===== src/rtl/spi_pkg.sv =====
// spi_pkg: shared types and constants for the SPI byte transmit engine.
//   spi_state_t : transfer FSM states.
//   spi_out_t   : registered output bundle of spi_byte_tx.
//   SPI_BYTE_W, SPI_CLK_DIV_DEFAULT : byte width and default SCK half-period.
package spi_pkg;

  localparam int SPI_BYTE_W          = 8;
  localparam int SPI_CLK_DIV_DEFAULT = 4;

  typedef enum logic [2:0] {
    IDLE   = 3'd0,
    SETUP  = 3'd1,
    HIGH   = 3'd2,
    LOW    = 3'd3,
    FINISH = 3'd4
  } spi_state_t;

  typedef struct packed {
    logic sclk;
    logic mosi;
    logic ss_n;
    logic serclk;
    logic busy;
    logic done;
    logic overrun;
  } spi_out_t;

  // Values every output register takes while reset is asserted.
  function automatic spi_out_t spi_out_reset();
    spi_out_t o;
    o.sclk    = 1'b0;
    o.mosi    = 1'b0;
    o.ss_n    = 1'b1;
    o.serclk  = 1'b1;
    o.busy    = 1'b0;
    o.done    = 1'b0;
    o.overrun = 1'b0;
    return o;
  endfunction

endpackage


===== src/rtl/spi_byte_tx_if.sv =====
// spi_byte_tx_if: CPU-side write port of the SPI byte transmit engine.
//   wr_data   : byte to send, sampled with wr_strobe.
//   wr_strobe : one-cycle start pulse.
//   cs_hold   : keep ss_n low after the byte for multi-byte frames.
//   busy      : transfer in progress.
//   done      : one-cycle end-of-transfer pulse.
//   overrun   : sticky, a strobe arrived while busy.
//
// Handshake: a wr_strobe is accepted only in a cycle where busy is low; the
// byte is then owned by the engine until the done pulse. A strobe seen while
// busy is high (including the done cycle) is dropped and raises overrun.
interface spi_byte_tx_if;
  import spi_pkg::*;

  logic [SPI_BYTE_W-1:0] wr_data;
  logic                  wr_strobe;
  logic                  cs_hold;
  logic                  busy;
  logic                  done;
  logic                  overrun;

  modport master (
    output wr_data, wr_strobe, cs_hold,
    input  busy, done, overrun
  );

  modport slave (
    input  wr_data, wr_strobe, cs_hold,
    output busy, done, overrun
  );

endinterface


===== src/rtl/sck_halfcnt.sv =====
// sck_halfcnt: SCK half-period down-counter.
//   clk, reset : system clock, synchronous active-high reset.
//   load       : reload with CLK_DIV-1 (asserted on every state entry).
//   tc         : terminal count, high when the counter is at zero.
// With CLK_DIV=1 the counter is permanently zero, so every state lasts 1 cycle.
module sck_halfcnt #(
  parameter int CLK_DIV = 4
) (
  input  logic clk,
  input  logic reset,
  input  logic load,
  output logic tc
);

  localparam int CW = $clog2(CLK_DIV + 1);
  localparam logic [CW-1:0] RELOAD = CW'(CLK_DIV - 1);

  logic [CW-1:0] cnt;

  always_ff @(posedge clk) begin
    if (reset) begin
      cnt <= RELOAD;
    end else if (load) begin
      cnt <= RELOAD;
    end else if (cnt != '0) begin
      cnt <= cnt - CW'(1);
    end
  end

  assign tc = (cnt == '0);

endmodule


===== src/rtl/spi_byte_tx.sv =====
// spi_byte_tx: byte-wide SPI mode-0 master transmitter.
//   clk, reset : system clock, synchronous active-high reset.
//   bus        : CPU write port (wr_data/wr_strobe/cs_hold in, busy/done/overrun out).
//   sclk       : SPI clock, idles low.
//   mosi       : serial data, MSB first.
//   ss_n       : slave select, active low.
//   serclk     : ~sclk while busy, idles high; falling edge is the shiftreg_in capture point.
//   shift_en   : shiftreg_in enable, equals busy.
//   dbg_state  : current FSM state.
// Every output comes straight from a flop; next values are decoded from the
// next state so nothing combinational reaches a pin.
module spi_byte_tx
  import spi_pkg::*;
#(
  parameter int CLK_DIV = SPI_CLK_DIV_DEFAULT
) (
  input  logic          clk,
  input  logic          reset,
  spi_byte_tx_if.slave  bus,
  output logic          sclk,
  output logic          mosi,
  output logic          ss_n,
  output logic          serclk,
  output logic          shift_en,
  output spi_state_t    dbg_state
);

  spi_state_t state_q, state_n;
  // Bit 7 goes to mosi immediately on the strobe, so only the remaining
  // seven bits need to be held for shifting.
  logic [SPI_BYTE_W-2:0] txreg_q, txreg_n;
  logic [2:0]            bitcnt_q, bitcnt_n;
  // Set when the last bit's HIGH phase ends, so the following LOW exits to FINISH.
  logic                  last_q, last_n;
  spi_out_t              out_q, out_n;
  logic                  tc;
  logic                  cnt_load;

  // Reload on every state change; IDLE and FINISH keep it primed so the next
  // state starts with a full half-period.
  assign cnt_load = (state_q == IDLE) || (state_q == FINISH) || tc;

  sck_halfcnt #(.CLK_DIV(CLK_DIV)) u_halfcnt (
    .clk   (clk),
    .reset (reset),
    .load  (cnt_load),
    .tc    (tc)
  );

  always_ff @(posedge clk) begin
    if (reset) begin
      state_q  <= IDLE;
      txreg_q  <= '0;
      bitcnt_q <= '0;
      last_q   <= 1'b0;
      out_q    <= spi_out_reset();
    end else begin
      state_q  <= state_n;
      txreg_q  <= txreg_n;
      bitcnt_q <= bitcnt_n;
      last_q   <= last_n;
      out_q    <= out_n;
    end
  end

  always_comb begin
    state_n  = state_q;
    txreg_n  = txreg_q;
    bitcnt_n = bitcnt_q;
    last_n   = last_q;
    out_n    = out_q;

    unique case (state_q)
      IDLE: begin
        if (bus.wr_strobe) begin
          state_n       = SETUP;
          txreg_n       = bus.wr_data[SPI_BYTE_W-2:0];
          bitcnt_n      = 3'd7;
          last_n        = 1'b0;
          out_n.mosi    = bus.wr_data[SPI_BYTE_W-1];
          out_n.ss_n    = 1'b0;
          out_n.overrun = 1'b0;
        end else if (!bus.cs_hold) begin
          out_n.ss_n = 1'b1;
        end
      end
      SETUP: begin
        if (tc) state_n = HIGH;
      end
      HIGH: begin
        if (tc) begin
          state_n = LOW;
          // Data changes only as sclk falls, giving a full half-period of setup.
          if (bitcnt_q != 3'd0) begin
            out_n.mosi = txreg_q[SPI_BYTE_W-2];
            txreg_n    = {txreg_q[SPI_BYTE_W-3:0], 1'b0};
            bitcnt_n   = bitcnt_q - 3'd1;
          end else begin
            last_n = 1'b1;
          end
        end
      end
      LOW: begin
        if (tc) begin
          if (last_q) begin
            state_n    = FINISH;
            out_n.ss_n = ~bus.cs_hold;
          end else begin
            state_n = HIGH;
          end
        end
      end
      FINISH: begin
        state_n = IDLE;
      end
      default: begin
        state_n = IDLE;
      end
    endcase

    if (bus.wr_strobe && (state_q != IDLE)) out_n.overrun = 1'b1;

    out_n.sclk   = (state_n == HIGH);
    out_n.serclk = ~out_n.sclk;
    out_n.busy   = (state_n != IDLE);
    out_n.done   = (state_n == FINISH);
  end

  assign bus.busy    = out_q.busy;
  assign bus.done    = out_q.done;
  assign bus.overrun = out_q.overrun;
  assign sclk        = out_q.sclk;
  assign mosi        = out_q.mosi;
  assign ss_n        = out_q.ss_n;
  assign serclk      = out_q.serclk;
  assign shift_en    = out_q.busy;
  assign dbg_state   = state_q;

endmodule


===== src/flat_wrapper.sv =====
// flat-port wrapper written by rule: the top's interface ports become plain ports
module spi_byte_tx_flat import spi_pkg::*;
#(
  parameter int CLK_DIV = SPI_CLK_DIV_DEFAULT
)
  (clk, reset, sclk, mosi, ss_n, serclk, shift_en, dbg_state, bus_wr_data, bus_wr_strobe, bus_cs_hold, bus_busy, bus_done, bus_overrun);
  spi_byte_tx_if bus_i ();
  input  logic clk;
  input  logic reset;
  output logic sclk;
  output logic mosi;
  output logic ss_n;
  output logic serclk;
  output logic shift_en;
  output spi_state_t dbg_state;
  input wire logic [$bits(bus_i.wr_data)-1:0] bus_wr_data;
  input wire logic [$bits(bus_i.wr_strobe)-1:0] bus_wr_strobe;
  input wire logic [$bits(bus_i.cs_hold)-1:0] bus_cs_hold;
  output wire logic [$bits(bus_i.busy)-1:0] bus_busy;
  output wire logic [$bits(bus_i.done)-1:0] bus_done;
  output wire logic [$bits(bus_i.overrun)-1:0] bus_overrun;
  assign bus_i.wr_data = bus_wr_data;
  assign bus_i.wr_strobe = bus_wr_strobe;
  assign bus_i.cs_hold = bus_cs_hold;
  assign bus_busy = bus_i.busy;
  assign bus_done = bus_i.done;
  assign bus_overrun = bus_i.overrun;
  spi_byte_tx #(.CLK_DIV(CLK_DIV)) u_core (.clk(clk), .reset(reset), .bus(bus_i), .sclk(sclk), .mosi(mosi), .ss_n(ss_n), .serclk(serclk), .shift_en(shift_en), .dbg_state(dbg_state));
endmodule

===== config.mk =====
export PLATFORM = sky130hd
export DESIGN_NAME = spi_byte_tx_flat
export DESIGN_NICKNAME = d
export VERILOG_FILES = /design/src/rtl/spi_pkg.sv /design/src/rtl/spi_byte_tx_if.sv /design/src/rtl/sck_halfcnt.sv /design/src/rtl/spi_byte_tx.sv /design/src/flat_wrapper.sv
export SDC_FILE = /design/constraint.sdc
export NUM_CORES = 1
export LEC_CHECK = 0
export BUFFER_PORTS_ARGS = -buffer_cell sky130_fd_sc_hd__buf_2
export CAP_MARGIN = 20
export CORE_MARGIN = 2
export CORE_UTILIZATION = 45
export DETAILED_ROUTE_END_ITERATION = 8
export GPL_TIMING_DRIVEN = 0
export PLACE_DENSITY = 0.75
export SYNTH_ARGS = -nofsm -noshare
export SYNTH_HDL_FRONTEND = slang
export SYNTH_HIERARCHICAL = 1
export SYNTH_SLANG_ARGS = --single-unit

===== constraint.sdc =====
create_clock -name clk -period 1.6 [get_ports clk]
set_input_delay 0.16 -clock clk [delete_from_list [all_inputs] [get_ports clk]]
set_output_delay 0.16 -clock clk [all_outputs]
set_load 0.01 [all_outputs]

## After elaboration in Yosys (flattened, before gate mapping)

Index checks and enable logic that the tools add are counted.

| storage, ports and cells | value |
|---|---|
| register bits after elaboration | 24 |
| input bits | 12 |
| output and inout port bits | 11 |
| word-level logic and storage cells | 76 |

| operators by class | value |
|---|---|
| add/sub/neg operators | 2 |
| equal/unequal tests | 13 |
| mux-type cells | 29 |
| bitwise logic cells | 2 |
| reductions and logical operators | 18 |

Operators with widths:

| operator | number |
|---|---|
| $mux W3 | 8 |
| $mux W7 | 3 |
| $pmux W7 S2 | 1 |
| $mux W1 | 12 |
| $pmux W3 S4 | 1 |
| $reduce_and A4 Y1 | 3 |
| $reduce_bool A3 Y1 | 4 |
| $eq A3 B2 Y1 const B | 3 |
| $ne A2 B1 Y1 const B | 4 |
| $reduce_bool A2 Y1 | 4 |
| $eq A3 B3 Y1 const B | 2 |
| $logic_not A3 Y1 | 2 |
| $pmux W1 S2 | 3 |
| $pmux W3 S2 | 1 |
| $sub A3 B1 Y3 const B | 2 |
| $ne A2 B2 Y1 const B | 2 |
| $eq A3 B1 Y1 const B | 1 |
| $ne A3 B3 Y1 const B | 1 |
| $logic_or A1 B1 Y1 | 2 |
| $not A1 Y1 | 2 |
| $reduce_and A2 Y1 | 1 |
| $reduce_or A2 Y1 | 1 |
| $logic_and A1 B1 Y1 | 1 |

## Longest topological paths before layout

| depth | value |
|---|---|
| word-level depth | 5 |
| depth in mapped cells | 8 |
| mapped depth without buffers | 7 |

## Hierarchy

The synthesis kept the hierarchy.

Modules (own cells, without submodules):

| module | times used | cells each | area each (um^2) | seq. area each (um^2) |
|---|---|---|---|---|
| spi_byte_tx | 1 | 117 | 1056.0 | 420.4 |
| sck_halfcnt | 1 | 16 | 162.7 | 60.1 |

## Worst setup path before layout

Ideal clock, no wire load.

| timing | value |
|---|---|
| path type | reg2reg |
| from | register u_core.u_halfcnt.cnt[0] |
| to | register u_core.out_q (netlist bit u_core/ss_n) |
| setup time | 120 ps |
| arrival time | 1495 ps |
| required time | 1480 ps |
| setup slack | -15 ps |
| stages on the path, launching flop included | 8 |
| path buffers | 0 |
| clock period less this slack | 1615 ps |
| cell sequence | dfxtp_1 -> inv_1 -> ha_1 -> nor2b_4 -> nand4_2 -> a211oi_2 -> nor2b_1 -> a211o_1 |

| between the ends | value |
|---|---|
| word-level cells in the longest chain between the ends | 3 |

RTL lines:

| item | line | source |
|---|---|---|
| start: declaration | sck_halfcnt.sv:18 | `logic [CW-1:0] cnt;` |
| start signal: assignment | sck_halfcnt.sv:26 | `cnt <= cnt - CW'(1);` |
| $logic_not A3 Y1 | sck_halfcnt.sv:30 | `assign tc = (cnt == '0);` |
| net u_core.tc | spi_byte_tx.sv:36 | `logic tc;` |
| $ne A2 B1 Y1 (no source line) | -- |  |
| $reduce_and A4 Y1 (no source line) | -- |  |
| end signal: assignment | spi_byte_tx.sv:56 | `out_q <= spi_out_reset();` |
| end signal: assignment | spi_byte_tx.sv:62 | `out_q <= out_n;` |
| end: declaration | spi_byte_tx.sv:35 | `spi_out_t out_q, out_n;` |

The timed path passes the listed nets, and every way through them passes these cells.
A chain may end at the register's enable or synchronous reset.

## Worst setup path after layout

| timing | value |
|---|---|
| from | register u_core.u_halfcnt.cnt[0] |
| to | register u_core.out_q (netlist bit u_core/serclk) |

| between the ends | value |
|---|---|
| word-level cells in the longest chain between the ends | 5 |
| elaborated cells on any way between the ends | 7 |
| classes of those cells | 1 x eq/ne; 4 x mux; 1 x bitwise; 1 x reduce/logical |

RTL lines:

| item | line | source |
|---|---|---|
| $logic_not A3 Y1 * | sck_halfcnt.sv:30 |  |
| net u_core.tc | spi_byte_tx.sv:36 |  |
| $mux W3, on equally long branches | spi_byte_tx.sv:104, spi_byte_tx.sv:88, spi_byte_tx.sv:91 |  |
| $pmux W3 S4 * | spi_byte_tx.sv:73 | `unique case (state_q)` |
| $eq A3 B2 Y1 * | spi_byte_tx.sv:123 | `out_n.sclk = (state_n == HIGH);` |
| $not A1 Y1 * | spi_byte_tx.sv:124 | `out_n.serclk = ~out_n.sclk;` |

Mark *: on every way through the listed nets, which the timed path passes. The rest lies on a longest branch.

==> flow_summary.yaml <==
logic_synthesis:
  synth_top_area_share_pct: 39.4
  seq_area_frac_synth_pct: 39.4
  synth_area_leaders: "dfxtp_1, a311oi_2, a21oi_1, ha_1, nand2_1"
  synth_most_common_cell: "dfxtp_1"
  netlist_area_sq_um: 1220
  syn_avg_cell_area_sq_um: 9.16
  yosys.cell_types.count: 40
  ys_async_sr_fraction_pct: 0
  yosys.area.top_type: "dfxtp_1"
  synth_seq_cells: 24
  synth-edff-count: 0
  yosys_most_used_dff: "dfxtp_1"
  netlist_instances: 133
  yosys_warnings: 6
  synthTopCellsByCount: "dfxtp_1, nand2_1, a21oi_1"
  syn_nets: 149
sta:
  tightest_slew_ns: 0.597
  setup_violations: 0
  fin_crit_sh_pct: 98.0
  final_max_slew_viol_count: 0
  skew_ns: 0.0138
  rsz0062_at_grt: "true"
  period_minus_slack_ns: 1.57
  clock.fmax_mhz: 638
  slew_headroom_pct: 60.2
  hold_viol_final: 0
  whs_ns: 0.0388
  setup_tns_ns: 0
place:
  port_buffers: 22
  placed_cell_area_sq_um: 1380
  hpwlAfterDp_um: 1920
  routabilityCongestion: 0.787
global_route:
  busiest_layer: "met2"
  grt_max_degree: 15
  use_met1_pct: 22.9
  grt_pass1_wl_um: 4800
  antenna_found_initial: 0
  grtUsageMet2_pct: 33.3
  grt_pass1_vias: 1098
  grt-ovfl-total: 0
  use_met3_pct: 3.49
  grtUsageTotal_pct: 19.2
finish:
  drive_gt1_share_pct: 44.8
  num-fill-cells: 211
  area_delta_synth_final_pct: 31.5
  multi_input_area_sq_um: 704
  final_nets: 191
  diodes: 0
  stdcell_area_sq_um: 1600
  seq_area_sq_um: 485
worst_setup_path:
  rr_worst_depth: 8
  critPathMaxStageDelay_ns: 0.35
  rr_endpoint: "u_core/serclk"
  crit_top_cell: "buf_4"
  worstReg2RegStart: "u_core/u_halfcnt/cnt[0]"
  path_cells: "inv_2 > ha_4 > nor2b_4 > buf_4 > buf_4 > a21oi_1 > nor4_2 > o21ai_1"
  cp_top_family: "simple AND/OR/NAND/NOR gates"
  arrival_ns: 1.79
  worstSetupPathType: "reg -> reg"
  r2r_slack_ns: 0.03
  cp_num_buf_inv: 3
  startpoint_type: "register"
  crit_path_end_kind: "register"
  cp.required_ns: 1.82
  cp_max_fo: 4
  slowest_stage: "dfxtp_2"
clock_tree:
  clk_pin_slew_worst_paths_ns: 0.15
  clock_latency_ns: 0.33
  cts_buffers: 3
  cts_sinks: 24
  cts_root_buf: "clkbuf_4"
  cts_tree: "done"
  cts_max_path_buffers: 2
  cts_max_level: 1
  ctsHoldBuffers: 0
floorplanning:
  ioPinCount: 23
  dieArea_sq_um: 3140
  die_h_um: 56.0
  rows: 18
  core_region_area_sq_um: 2520
  die_w_um: 56.0
  initial_utilization_pct: 48.3
pwr:
  p_per_area_nw_per_um2: 838
  p_leak_nw: 0.706
  power.total_mw: 1.34
  peakVddDrop_mv: 0.609
detailed_routing:
  dr.pass1.iters: 4
  wl_per_cell_um: 15.0
  route.detailed.drc: 0
  totalWireLength_um: 3050
  num_vias: 1148
  routed_via_density: 5.63
  final_antenna_net_count: 0
  drtIter0Drc: 50
worst_hold_path:
  hp-class: "in -> reg"
  whs_endpoint: "u_core/u_halfcnt/cnt[2]"
  holdCritStartpoint: "reset"
  min_path_cells: 2
run_status:
  outcome: "finished clean"
run:
  cap_violations: 0
## per-layer routing
layer | share of wire, % | wire [um]
met1 | 42 | 1290
met2 | 52 | 1590
met3 | 4.2 | 129
met4 | 1.3 | 40
met5 | 0 | 0
## worst max path at each step
stage / cells after the start / to / start / slack [ns]
after floorplan: 8 / u_core/txreg_q[1] / u_core/u_halfcnt/cnt[0] / -0.009
after global placement: 8 / u_core/txreg_q[1] / u_core/u_halfcnt/cnt[0] / -0.17
after detailed placement: 8 / u_core/txreg_q[6] / u_core/u_halfcnt/cnt[0] / -0.27
after CTS: 7 / u_core/bitcnt_q[1] / u_core/bitcnt_q[0] / 0.003
after global routing: 8 / u_core/serclk / u_core/u_halfcnt/cnt[0] / -0.04
final: 8 / u_core/serclk / u_core/u_halfcnt/cnt[0] / 0.03
## cell usage in the layout (no fill, tap or decap), types with 3 or more instances in the layout
| cell | n |
|---|---|
| a21oi_1 | 9 |
| a311oi_2 | 8 |
| buf_2 | 26 |
| buf_4 | 14 |
| buf_6 | 5 |
| clkbuf_4 | 3 |
| dfxtp_1 | 20 |
| dfxtp_2 | 4 |
| ha_1 | 3 |
| inv_1 | 3 |
| nand2_1 | 12 |
| nand2b_1 | 4 |
| nand3_1 | 8 |
| nor2_1 | 7 |
| nor3_1 | 7 |
| o21ai_0 | 3 |
## power breakdown
group / switching (mW) / total [mW] / internal, mW / leakage, nW
combinational: 0.132 / 0.245 / 0.114 / 0.481
sequential: 0.0175 / 0.649 / 0.632 / 0.197
clock: 0.196 / 0.449 / 0.254 / 0.0279
## stage by stage
stage	cells	util (%)	worst slack [ns]
finish	204	63.5	0.0318
floorplan	133	-	-0.00917
global route	204	63.5	-0.0392
CTS	198	61.0	0.00343
global placement	185	54.5	-0.169
detailed placement	185	54.5	-0.270
## what timing repair did
item,in CTS,in global routing
cloned,1,1
buffers inserted,9,5
resized for setup,16,10
setup endpoints to repair,12,12
pin swaps,3,9
endpoints found under the hold margin,0,0
## logic make-up (layout without fill, tap and decap cells)
group	after synthesis	in the layout	share of synthesized area (%)
AOI/OAI and AO/OA	32	32	22.3
xor gates and xnor gates	1	1	0.719
adders and majority gates	4	4	4.11
buffers and inverters	16	57	6.88
DFF	24	24	39.4
muxes	3	3	2.87
and+or+nand+nor	53	53	23.7
## sequential cells by signal, summed over array words and instances, names as in the netlist, 3 cells and up
signal / count
u_core/u_halfcnt/cnt: 3
u_core/txreg_q: 7
u_core/dbg_state: 3
u_core/bitcnt_q: 3
## area by class of cell
class                      count  share of cell area, %
multi-input combinational     93                   43.9
clock inverter                 1                   1.87
tap                           30                   2.34
clock buffer                   3                   1.41
buffer                        11                   4.61
timing repair buffer          37                   14.4
inverter                       5                   1.17
sequential                    24                   30.3
No activity file was read; power rests on OpenSTA's default activity.
